<file path="config.mk">
export PLATFORM = sky130hd
export DESIGN_NAME = fetch_stage_flat
export DESIGN_NICKNAME = d
export VERILOG_FILES = /design/src/rtl/fetch_stage_if.sv /design/src/rtl/fetch_stage.sv /design/src/flat_wrapper.sv
export SDC_FILE = /design/constraint.sdc
export NUM_CORES = 1
export LEC_CHECK = 0
export BUFFER_PORTS_ARGS = -buffer_cell sky130_fd_sc_hd__buf_2
export CAP_MARGIN = 15
export CORE_MARGIN = 2
export CORE_UTILIZATION = 46
export CTS_BUF_LIST = sky130_fd_sc_hd__clkbuf_2
export CTS_CLUSTER_DIAMETER = 30
export DETAILED_ROUTE_END_ITERATION = 8
export MAX_ROUTING_LAYER = met4
export PLACE_DENSITY = 0.79
export SLEW_MARGIN = 20
export SYNTH_ARGS = -nofsm -noshare
export SYNTH_HDL_FRONTEND = slang
export SYNTH_SLANG_ARGS = --single-unit
</file>
<file path="constraint.sdc">
create_clock -name CLK -period 2.2 [get_ports CLK]
set_input_delay 0.66 -clock CLK [delete_from_list [all_inputs] [get_ports CLK]]
set_output_delay 0.66 -clock CLK [all_outputs]
set_load 0.05 [all_outputs]
</file>
<file path="src/rtl/fetch_stage_if.sv">
// Fetch-stage bundle: icache port, hazard-unit controls, next-PC select and IF/ID payload.
interface fetch_stage_if;
    logic        ihit;
    logic [31:0] iload;
    logic        iREN;
    logic [31:0] iaddr;
    logic        pc_en;
    logic        pipe1_en;
    logic        flushed1;
    logic [1:0]  pc_src;
    logic        branch_sel;
    logic [31:0] branch_target;
    logic [31:0] jump_target;
    logic [31:0] jr_target;
    logic [31:0] pc;
    logic [31:0] ifid_instr;
    logic [31:0] ifid_npc;
    logic        ifid_valid;
    logic        fetch_halted;

    modport master (
        input  ihit, iload, pc_en, pipe1_en, flushed1, pc_src, branch_sel,
               branch_target, jump_target, jr_target,
        output iREN, iaddr, pc, ifid_instr, ifid_npc, ifid_valid, fetch_halted
    );

    modport slave (
        output ihit, iload, pc_en, pipe1_en, flushed1, pc_src, branch_sel,
               branch_target, jump_target, jr_target,
        input  iREN, iaddr, pc, ifid_instr, ifid_npc, ifid_valid, fetch_halted
    );
endinterface

</file>
<file path="src/rtl/fetch_stage.sv">
// Instruction fetch: PC, pending-redirect holding register, IF/ID register and HALT sequencing.
module fetch_stage #(
    parameter logic [31:0] PC_INIT   = 32'h0000_0000,
    parameter logic [31:0] HALT_WORD = 32'hFFFF_FFFF
) (
    input  logic          CLK,
    input  logic          nRST,
    fetch_stage_if.master bus
);
    localparam int unsigned XLEN = 32;

    typedef enum logic [1:0] {RUN, HALT_PEND, HALTED} state_e;

    state_e            state_q, state_d;
    logic [XLEN-1:0]   pc_q, pc_d;
    logic              pend_v_q, pend_v_d;
    logic [XLEN-1:0]   pend_tgt_q, pend_tgt_d;
    logic [XLEN-1:0]   ifid_instr_q, ifid_instr_d;
    logic [XLEN-1:0]   ifid_npc_q, ifid_npc_d;
    logic              ifid_valid_q, ifid_valid_d;

    logic              redirect;
    logic [XLEN-1:0]   redir_tgt;
    logic [XLEN-1:0]   pc_plus4;
    logic              pc_upd;
    logic              fetch_load;

    assign pc_plus4 = pc_q + XLEN'(4);

    // Resolve the live redirect and its destination.
    always_comb begin
        redirect  = 1'b0;
        redir_tgt = pc_plus4;
        case (bus.pc_src)
            2'd1: begin
                redirect  = bus.branch_sel;
                redir_tgt = bus.branch_target;
            end
            2'd2: begin
                redirect  = 1'b1;
                redir_tgt = bus.jump_target;
            end
            2'd3: begin
                redirect  = 1'b1;
                redir_tgt = bus.jr_target;
            end
            default: begin
                redirect  = 1'b0;
                redir_tgt = pc_plus4;
            end
        endcase
    end

    always_comb begin
        state_d      = state_q;
        pc_d         = pc_q;
        pend_v_d     = pend_v_q;
        pend_tgt_d   = pend_tgt_q;
        ifid_instr_d = ifid_instr_q;
        ifid_npc_d   = ifid_npc_q;
        ifid_valid_d = ifid_valid_q;
        pc_upd       = 1'b0;
        fetch_load   = 1'b0;

        // PC frozen once halted; while HALT is pending only redirects may move it.
        if (state_q != HALTED) begin
            if (bus.pc_en) begin
                if (redirect) begin
                    pc_d   = redir_tgt;
                    pc_upd = 1'b1;
                end else if (pend_v_q) begin
                    pc_d   = pend_tgt_q;
                    pc_upd = 1'b1;
                end else if (state_q == RUN) begin
                    pc_d   = pc_plus4;
                    pc_upd = 1'b1;
                end
                if (pc_upd) begin
                    pend_v_d = 1'b0;
                end
            end else if (redirect && !pend_v_q) begin
                pend_v_d   = 1'b1;
                pend_tgt_d = redir_tgt;
            end
        end

        if (bus.pipe1_en) begin
            ifid_instr_d = '0;
            ifid_npc_d   = '0;
            ifid_valid_d = 1'b0;
            if (!bus.flushed1 && bus.ihit && state_q == RUN) begin
                ifid_instr_d = bus.iload;
                ifid_npc_d   = pc_plus4;
                ifid_valid_d = 1'b1;
                fetch_load   = 1'b1;
            end
        end

        case (state_q)
            RUN: begin
                if (fetch_load && bus.iload == HALT_WORD) begin
                    state_d = HALT_PEND;
                end
            end
            HALT_PEND: begin
                if (bus.pipe1_en) begin
                    state_d = bus.flushed1 ? RUN : HALTED;
                end
            end
            HALTED:  state_d = HALTED;
            default: state_d = RUN;
        endcase
    end

    always_ff @(posedge CLK) begin
        if (!nRST) begin
            state_q      <= RUN;
            pc_q         <= PC_INIT;
            pend_v_q     <= 1'b0;
            pend_tgt_q   <= '0;
            ifid_instr_q <= '0;
            ifid_npc_q   <= '0;
            ifid_valid_q <= 1'b0;
        end else begin
            state_q      <= state_d;
            pc_q         <= pc_d;
            pend_v_q     <= pend_v_d;
            pend_tgt_q   <= pend_tgt_d;
            ifid_instr_q <= ifid_instr_d;
            ifid_npc_q   <= ifid_npc_d;
            ifid_valid_q <= ifid_valid_d;
        end
    end

    assign bus.pc           = pc_q;
    assign bus.iaddr        = pc_q;
    assign bus.iREN         = (state_q == RUN);
    assign bus.fetch_halted = (state_q != RUN);
    assign bus.ifid_instr   = ifid_instr_q;
    assign bus.ifid_npc     = ifid_npc_q;
    assign bus.ifid_valid   = ifid_valid_q;
endmodule

</file>
<file path="src/flat_wrapper.sv">
// flat-port wrapper written by rule: the top's interface ports become plain ports
module fetch_stage_flat 
#(
    parameter logic [31:0] PC_INIT   = 32'h0000_0000,
    parameter logic [31:0] HALT_WORD = 32'hFFFF_FFFF
)
  (CLK, nRST, bus_ihit, bus_iload, bus_pc_en, bus_pipe1_en, bus_flushed1, bus_pc_src, bus_branch_sel, bus_branch_target, bus_jump_target, bus_jr_target, bus_iREN, bus_iaddr, bus_pc, bus_ifid_instr, bus_ifid_npc, bus_ifid_valid, bus_fetch_halted);
  fetch_stage_if bus_i ();
  input  logic CLK;
  input  logic nRST;
  input wire logic [$bits(bus_i.ihit)-1:0] bus_ihit;
  input wire logic [$bits(bus_i.iload)-1:0] bus_iload;
  input wire logic [$bits(bus_i.pc_en)-1:0] bus_pc_en;
  input wire logic [$bits(bus_i.pipe1_en)-1:0] bus_pipe1_en;
  input wire logic [$bits(bus_i.flushed1)-1:0] bus_flushed1;
  input wire logic [$bits(bus_i.pc_src)-1:0] bus_pc_src;
  input wire logic [$bits(bus_i.branch_sel)-1:0] bus_branch_sel;
  input wire logic [$bits(bus_i.branch_target)-1:0] bus_branch_target;
  input wire logic [$bits(bus_i.jump_target)-1:0] bus_jump_target;
  input wire logic [$bits(bus_i.jr_target)-1:0] bus_jr_target;
  output wire logic [$bits(bus_i.iREN)-1:0] bus_iREN;
  output wire logic [$bits(bus_i.iaddr)-1:0] bus_iaddr;
  output wire logic [$bits(bus_i.pc)-1:0] bus_pc;
  output wire logic [$bits(bus_i.ifid_instr)-1:0] bus_ifid_instr;
  output wire logic [$bits(bus_i.ifid_npc)-1:0] bus_ifid_npc;
  output wire logic [$bits(bus_i.ifid_valid)-1:0] bus_ifid_valid;
  output wire logic [$bits(bus_i.fetch_halted)-1:0] bus_fetch_halted;
  assign bus_i.ihit = bus_ihit;
  assign bus_i.iload = bus_iload;
  assign bus_i.pc_en = bus_pc_en;
  assign bus_i.pipe1_en = bus_pipe1_en;
  assign bus_i.flushed1 = bus_flushed1;
  assign bus_i.pc_src = bus_pc_src;
  assign bus_i.branch_sel = bus_branch_sel;
  assign bus_i.branch_target = bus_branch_target;
  assign bus_i.jump_target = bus_jump_target;
  assign bus_i.jr_target = bus_jr_target;
  assign bus_iREN = bus_i.iREN;
  assign bus_iaddr = bus_i.iaddr;
  assign bus_pc = bus_i.pc;
  assign bus_ifid_instr = bus_i.ifid_instr;
  assign bus_ifid_npc = bus_i.ifid_npc;
  assign bus_ifid_valid = bus_i.ifid_valid;
  assign bus_fetch_halted = bus_i.fetch_halted;
  fetch_stage #(.PC_INIT(PC_INIT), .HALT_WORD(HALT_WORD)) u_core (.CLK(CLK), .nRST(nRST), .bus(bus_i));
endmodule
</file>
==> reports/summary.log, run 1 <==
[layout] number of nets in the layout 1,292
[setup_path] arrival time worst endpoint 1.49 ns
[layout] antenna diode instance count 0
[synth] dominant combinational cell family by area after synthesis compound AO/OA/AOI/OAI gates
[setup_path] WS Path Type reg -> out
[place] GPL Wtd Cong 0.978
[sta] final count of negative-setup-slack endpoints 0
[clock_tree] # H-tree levels 4
[setup_path] R2R depth 6
[global_route] aggregate global routing overflow 0
[synth] number of synthesized flops with an enable pin 0
[layout] layout cells sized above 1 0.392
[place] number of input and output port buffers inserted 267
[route] DRC violations left 0
[synth] total of flip-flops plus latches after synthesis 132
[synth] Yosys warning total 0
[setup_path] Max Fanout on Critical Path 8
[synth] adder and majority gate portion of the synthesized area 0.00177
[synth] number of nets in the synthesized netlist 1,020
[setup_path] startpoint type of the worst setup path flop
[floorplanning] count of standard-cell rows 45
[synth] commonest cells in the synthesized netlist sky130_fd_sc_hd__dfxtp_1 (132), sky130_fd_sc_hd__nor2_1 (97), sky130_fd_sc_hd__a21oi_1 (74), sky130_fd_sc_hd__nand2_1 (63), sky130_fd_sc_hd__clkbuf_1 (59)
[synth] library cell with the largest summed area after synthesis sky130_fd_sc_hd__dfxtp_1
[setup_path] kind of end point of the critical path output pin
[global_route] via count of the first global-routing pass 7,480
[sta] worst-margin pin slew 0.683 ns
[sta] number of endpoints with negative hold slack in the final report 0
[route] DR vias/cell 5.98
[layout] area taken by multi-input logic gates 3910 um^2
[synth] post-synthesis async set-or-reset flop share 0
[route] Total Routed Length 25.0 mm
[synth] average cell area after synthesis 8.03 um^2
[sta] max-slew headroom at the worst pin 0.539
[synth] mux contribution to synthesized area 0.0491
[sta] Peak Freq 464 MHz
[floorplanning] initial cell density of the core 0.468
[synth] Synth Area in Compound Gates 0.271
[floorplanning] I/O pins 268
[layout] area delta synth->final 33.5%
[clock_tree] clock tree from TritonCTS built
[synth] xor and xnor area share after synthesis 0.0186
[floorplanning] width of the chip 128 um
[synth] synth unique cells 71
[route] Starting DRT DRC Count 865
[global_route] global-route usage over all layers 0.307
[power] pwr dens 597 nW/um^2
[clock_tree] Clock Tree Buf Depth 2
[route] total vias in the final route 8,101
[setup_path] slack of the worst reg-to-reg path 0.05 ns
[synth] leading post-synthesis cells by cell area sky130_fd_sc_hd__dfxtp_1 (37%), sky130_fd_sc_hd__a22oi_1 (5.4%), sky130_fd_sc_hd__a21oi_1 (5.2%), sky130_fd_sc_hd__nor2_1 (5.1%), sky130_fd_sc_hd__o21ai_0 (3.9%)
[power] leakage power of the design 0.00419 uW
[clock_tree] CTS root buf sky130_fd_sc_hd__clkbuf_2
[synth] share of synthesized area occupied by flip-flops and latches 0.373
[setup_path] data required time at the worst endpoint 1.54 ns
[synth] most used standard cell by instance count after synthesis sky130_fd_sc_hd__dfxtp_1
[clock_tree] Worst-path clk slew 0.19 ns
[global_route] wire length of the first global-routing pass 38.2 mm
[layout] Reg area 2710 um^2
[place] Final HPWL DP 18.5 mm
[synth] cell area after technology mapping 7080 um^2
[floorplanning] area of the die 16,400 um^2
[synth] Mapped Cells 882
[flow_run] reported max-cap violation count 0
[sta] total count of max-transition violations in the final report 0
[floorplanning] height of the chip 128 um
[route] count of TritonRoute iterations in the first routing pass 6
[synth] top-area cell type share of the netlist area 0.373
[route] post-detailed-route wirelength per cell 18.5 um
[outcome] result of the run completed
[sta] final clock period utilization by the worst path 0.980
[sta] Worst Skew 0.0296 ns
[synth] leading register cell type out of synthesis sky130_fd_sc_hd__dfxtp_1
[clock_tree] TritonCTS buffer count 17
[clock_tree] Sink Count 132
[sta] final period demand of the worst path 2.15 ns
[synth] simple-gate area share of the yosys netlist 0.206
[route] remaining antenna violation count 0
[power] Total Power Consumption 5640 uW
[layout] filler cell count in the final layout 1,353
[min_path] number of instances on the worst hold path 3
[global_route] antenna violations before repair 0
[clock_tree] insertion delay of the later-clocked pin in the worst-skew pair 0.70 ns
[floorplanning] area inside the core boundary 15,100 um^2
[sta] setup TNS 0 ns
[sta] RSZ-0062 raised after global routing yes
[min_path] path class of the lowest-slack min-delay path in -> reg
[global_route] maximum number of pins on one net before global-route repair 57
[power] IR drop worst, VDD 0.000363 V
routing by layer:
metal	vias to the layer above	wire (um)	global-route usage
met5	-	0	-
met4	0	924	0.129
met3	76	1970	0.0730
met2	412	12500	0.513
met1	3828	9660	0.353
li1	3785	-	-
area by class of cell:
type	count	area share
Clock buffer	20	0.0106
Clock inverter	12	0.0120
Inverter	12	0.00477
Multi-Input combinational cell	633	0.414
Sequential cell	132	0.287
Tap cell	188	0.0249
Timing Repair Buffer	358	0.247
path summary, 6_finish.rpt:
| kind | start | endpoint |
|---|---|---|
| max | u_core.bus.iaddr[19]$_SDFFE_PN0P_ | bus_pc[19] |
| min | bus_iload[27] | u_core.bus.ifid_instr[27]$_SDFFE_PN0P_ |
| max reg2reg | u_core.bus.iaddr[2]$_SDFFE_PN0P_ | u_core.bus.iaddr[26]$_SDFFE_PN0P_ |
| min reg2reg | u_core.bus.ifid_npc[26]$_SDFFE_PN0P_ | u_core.bus.ifid_npc[26]$_SDFFE_PN0P_ |
logic make-up (layout without fill, tap and decap cells):
kind of cell	after synthesis	after routing
AND/OR/NAND/NOR	296	296
AO/OA/AOI/OAI	288	288
flip-flops	132	132
buffers and inverters	117	402
multiplexers	33	33
XOR/XNOR	15	15
adder cells (fa/ha/maj)	1	1
state kept, by name, indices dropped and copies added, names as in the netlist:
name,count
u_core.bus.iaddr,32
u_core.bus.ifid_instr,32
u_core.bus.ifid_npc,32
u_core.bus.ifid_valid,1
u_core.pend_tgt_q,32
u_core.pend_v_q,1
u_core.state_q,2
cells in the final DEF (no fill, tap or decap), types with 8 or more instances in the layout:
master and instances:
sky130_fd_sc_hd__xor2_1 9, sky130_fd_sc_hd__dfxtp_2 20, sky130_fd_sc_hd__clkbuf_2 20, sky130_fd_sc_hd__dfxtp_1 100
sky130_fd_sc_hd__dfxtp_4 12, sky130_fd_sc_hd__a22oi_1 51, sky130_fd_sc_hd__buf_4 103, sky130_fd_sc_hd__nand3_1 30
sky130_fd_sc_hd__mux2_2 14, sky130_fd_sc_hd__o211ai_1 10, sky130_fd_sc_hd__nor3_1 16, sky130_fd_sc_hd__mux2i_1 19
sky130_fd_sc_hd__a21oi_1 73, sky130_fd_sc_hd__nand4_1 15, sky130_fd_sc_hd__nor2_1 95, sky130_fd_sc_hd__nand2_1 63
sky130_fd_sc_hd__o21ai_0 54, sky130_fd_sc_hd__a31oi_1 10, sky130_fd_sc_hd__buf_2 210, sky130_fd_sc_hd__buf_6 22
sky130_fd_sc_hd__a211oi_1 11, sky130_fd_sc_hd__nor2b_1 8, sky130_fd_sc_hd__inv_1 10, sky130_fd_sc_hd__clkbuf_4 13
sky130_fd_sc_hd__nor4_1 16
what timing repair did:
item,CTS,global route
buffers inserted,2,4
hold buffers,0,0
cloned,0,0
gates resized for setup,44,84
endpoints found under the setup margin,38,65
endpoints found under the hold margin,0,0
pin swaps,1,6
power breakdown:
group | leakage (uW) | switching, uW | internal [uW] | total [uW]
sequential | 0.00109 | 110 | 2520 | 2630
combinational | 0.00297 | 1030 | 592 | 1620
clock | 0.000132 | 881 | 513 | 1390
stage by stage:
stage                     cell area [um^2]  hold WS (ns)  instances  worst slack, ns   util
after floorplan                       7140         0.432        882         -0.00741      -
after global placement                8860         0.431       1317         -0.00525  0.585
after detailed placement              8860         0.438       1317          -0.0474  0.585
after CTS                             9200         0.131       1351          -0.0629  0.608
after global routing                  9450         0.116       1355          -0.0667  0.624
final                                 9450         0.189       1355           0.0450  0.624
critical path: stages (launching register included):
cell and delay, ns:
sky130_fd_sc_hd__dfxtp_2 0.37, sky130_fd_sc_hd__buf_4 0.15, sky130_fd_sc_hd__buf_2 0.27
No activity file was read; power rests on OpenSTA's default activity.
==> run 2: changes to the inputs <==
--- a/config.mk
+++ b/config.mk
@@ -14,6 +14,7 @@
 export DETAILED_ROUTE_END_ITERATION = 8
 export MAX_ROUTING_LAYER = met4
 export PLACE_DENSITY = 0.79
+export RECOVER_POWER = 25
 export SLEW_MARGIN = 20
 export SYNTH_ARGS = -nofsm -noshare
 export SYNTH_HDL_FRONTEND = slang
==> run 2 against run 1 <==
Non-clock buffer count unchanged. Global-route usage unchanged. Highest routed layer unchanged. Critical path depth up 4.
==> reports/summary.log, run 2 (synthesized netlist as in run 1, its figures left out) <==
[power] pwr dens 599 nW/um^2 [+0.41%]
[setup_path] kind of end point of the critical path flop
[setup_path] arrival time worst endpoint 2.84 ns [+1.35 ns]
[layout] number of nets in the layout 1,292 [unchanged]
[route] DRC violations left 0 [unchanged]
[sta] RSZ-0062 raised after global routing yes
[clock_tree] clock tree from TritonCTS built
[layout] most common cell after layout, fill and taps aside sky130_fd_sc_hd__buf_2
[route] DR vias/cell 6.00 [+0.35%]
[route] Total Routed Length 25.2 mm [+0.64%]
[setup_path] WS Path Type reg -> reg
[setup_path] R2R depth 6 [unchanged]
[power] IR drop worst, VDD 0.000367 V [+1.0%]
[route] remaining antenna violation count 0 [unchanged]
[clock_tree] # H-tree levels 4 [unchanged]
[route] post-detailed-route wirelength per cell 18.6 um [+0.64%]
[clock_tree] quantity of hold-fixing buffers added after cts 0 [unchanged]
[sta] Worst Skew 0.0308 ns [+0.00121 ns]
[clock_tree] Worst-path clk slew 0.19 ns [about the same]
[layout] antenna diode instance count 0 [unchanged]
[global_route] maximum number of pins on one net before global-route repair 57 [unchanged]
[place] GPL Wtd Cong 0.978 [unchanged]
[layout] number of non-filler instances in the completed layout 1,355 [unchanged]
[clock_tree] TritonCTS buffer count 17 [unchanged]
[route] Starting DRT DRC Count 785 [-9.2%]
[place] Final HPWL DP 18.5 mm [unchanged]
[floorplanning] I/O pins 268 [unchanged]
[place] number of input and output port buffers inserted 267 [unchanged]
[sta] final clock period utilization by the worst path 0.989 [+0.00932]
[setup_path] Slowest cell on crit path sky130_fd_sc_hd__or4_4
[layout] layout cells sized above 1 0.386 [-0.00600]
[global_route] via count of the first global-routing pass 7,480 [unchanged]
[setup_path] longest individual stage delay on the worst path 0.59 ns [+0.22 ns]
[setup_path] reg2reg start u_core.bus.iaddr[2]$_SDFFE_PN0P_
[sta] worst-margin pin slew 0.746 ns [+0.0635 ns]
[global_route] antenna violations before repair 0 [unchanged]
[power] Internal Pwr Total 3620 uW [about the same]
[place] instance area at placement 8860 um^2 [unchanged]
[route] total vias in the final route 8,129 [+0.35%]
[layout] area delta synth->final 33.0%
[sta] number of endpoints with negative hold slack in the final report 0 [unchanged]
[global_route] wire length of the first global-routing pass 38.2 mm [unchanged]
[setup_path] crit path cell chain ha_2 -> nand4_1 -> or4_4 -> or4_4 -> a21oi_1 -> o211a_1
[route] count of TritonRoute iterations in the first routing pass 5 [-1]
[power] sw power 2030 uW [+0.37%]
[floorplanning] area of the die 16,400 um^2 [unchanged]
[power] Flop pwr share 0.465 [about the same]
[sta] post-layout worst setup margin 0.0245 ns [-0.0205 ns]
[min_path] Worst Hold Path EP u_core.bus.ifid_instr[27]$_SDFFE_PN0P_
[power] Sw Ratio 0.359 [+0.00103]
[global_route] global-route usage over all layers 0.307 [unchanged]
[layout] post-route cell area 9420 um^2 [-0.33%]
[setup_path] library cell appearing most often on the critical path sky130_fd_sc_hd__or4_4
[setup_path] startpoint type of the worst setup path flop
[power] fraction of power consumed by the clock network 0.248 [about the same]
[sta] total count of max-transition violations in the final report 0 [unchanged]
[sta] final period demand of the worst path 2.18 ns [+0.0205 ns]
[floorplanning] height of the chip 128 um [unchanged]
[min_path] path class of the lowest-slack min-delay path in -> reg
[clock_tree] insertion delay of the later-clocked pin in the worst-skew pair 0.71 ns [about the same]
[clock_tree] Clock Tree Buf Depth 2 [unchanged]
[setup_path] slack of the worst reg-to-reg path 0.02 ns [-0.02 ns]
[sta] final count of negative-setup-slack endpoints 0 [unchanged]
[place] Setup Slack @ Placement -0.0474 ns [unchanged]
[outcome] result of the run completed
[floorplanning] initial cell density of the core 0.468 [unchanged]
[power] leakage power of the design 0.00417 uW [-0.42%]
[setup_path] worst flop-to-flop path endpoint u_core.bus.iaddr[26]$_SDFFE_PN0P_
[setup_path] data required time at the worst endpoint 2.86 ns [+1.32 ns]
[place] count of placed standard cells including taps 1,317 [unchanged]
[min_path] hold wc startpoint bus_iload[27]
[clock_tree] CTS root buf sky130_fd_sc_hd__clkbuf_2
[sta] Peak Freq 460 MHz [-0.94%]
[floorplanning] area inside the core boundary 15,100 um^2 [unchanged]
[setup_path] Max Fanout on Critical Path 4 [-4]
[clock_tree] Sink Count 132 [unchanged]
[global_route] aggregate global routing overflow 0 [unchanged]
[min_path] number of instances on the worst hold path 3 [unchanged]
[floorplanning] width of the chip 128 um [unchanged]
[flow_run] reported max-cap violation count 0 [unchanged]
[layout] leading cell types in the layout, fill and taps excluded sky130_fd_sc_hd__buf_2 (210), sky130_fd_sc_hd__dfxtp_1 (101), sky130_fd_sc_hd__buf_4 (97)
[sta] max-slew headroom at the worst pin 0.503 [-0.0365]
[power] Combinational Power Share 0.287 [about the same]
[floorplanning] count of standard-cell rows 45 [unchanged]
[layout] Post-Route Utilization 0.622 [-0.00206]
[run 2: changes by cell type in the layout (fill, tap and decap cells not counted), sizes merged]
cell / before / now
buf: 345 / 339
clkbuf: 33 / 39
[run 2: worst max-delay path by stage]
stage | from | endpoint | slack (ns) | depth (start not counted)
finish | u_core.bus.iaddr[2]$_SDFFE_PN0P_ | u_core.bus.iaddr[26]$_SDFFE_PN0P_ | 0.02 | 6
global route | u_core.bus.iaddr[19]$_SDFFE_PN0P_ | bus_iaddr[19] | -0.07 | 2
CTS | u_core.bus.iaddr[24]$_SDFFE_PN0P_ | bus_pc[24] | -0.06 | 2
detailed placement | bus_pc_src[1] | u_core.bus.iaddr[5]$_SDFFE_PN0P_ | -0.05 | 7
global placement | bus_pc_src[1] | u_core.bus.iaddr[29]$_SDFFE_PN0P_ | -0.005 | 6
floorplan | u_core.bus.iaddr[13]$_SDFFE_PN0P_ | u_core.bus.ifid_npc[29]$_SDFFE_PN0P_ | -0.007 | 6
[run 2: through the flow]
stage               hold WS, ns  total power [uW]  TNS [ns]
finish                    0.181              5650         0
global route              0.116              5890    -0.185
CTS                       0.131              5580    -0.125
detailed placement        0.438              4170    -0.150
global placement          0.431              4150  -0.00525
floorplan                 0.432              3690  -0.00741
[run 2: critical path, delay by kind of cell, from the launching register on]
family / cells / cell delay [ns]
AO/OA/AOI/OAI: 2 / 0.33
flip-flops: 1 / 0.41
AND/OR/NAND/NOR: 3 / 1.21
adder cells (fa/ha/maj): 1 / 0.19
[run 2: what timing repair did]
item	in CTS	in global routing
resized for setup	44	84
pin swaps	1	6
setup endpoints to repair	38	65
setup buffers	2	4
[run 2: routing by layer]
metal  track usage  vias to the layer above  wire (um)
met3        0.0730                       72       1840
li1              -                     3791          -
met5             -                        -          0
met2         0.513                      410      12400
met1         0.353                     3856       9950
met4         0.129                        0        939
[run 2: cell type report]
cell class	instances	area (um^2)
inverters	12	45.0
clock inverters	12	114
repair buffers	358	2310
clock buffers	20	100
well taps	188	235
fillers	1361	5720
flip-flops and latches	132	2710
multi-input cells	633	3900
[run 2: power by group through the flow]
stage | clock network [uW] | registers (uW) | logic (uW)
CTS | 1420 | 2620 | 1540
detailed placement | 0 | 2670 | 1500
global placement | 0 | 2670 | 1490
global route | 1530 | 2640 | 1720
floorplan | 0 | 2910 | 784
finish | 1400 | 2630 | 1620
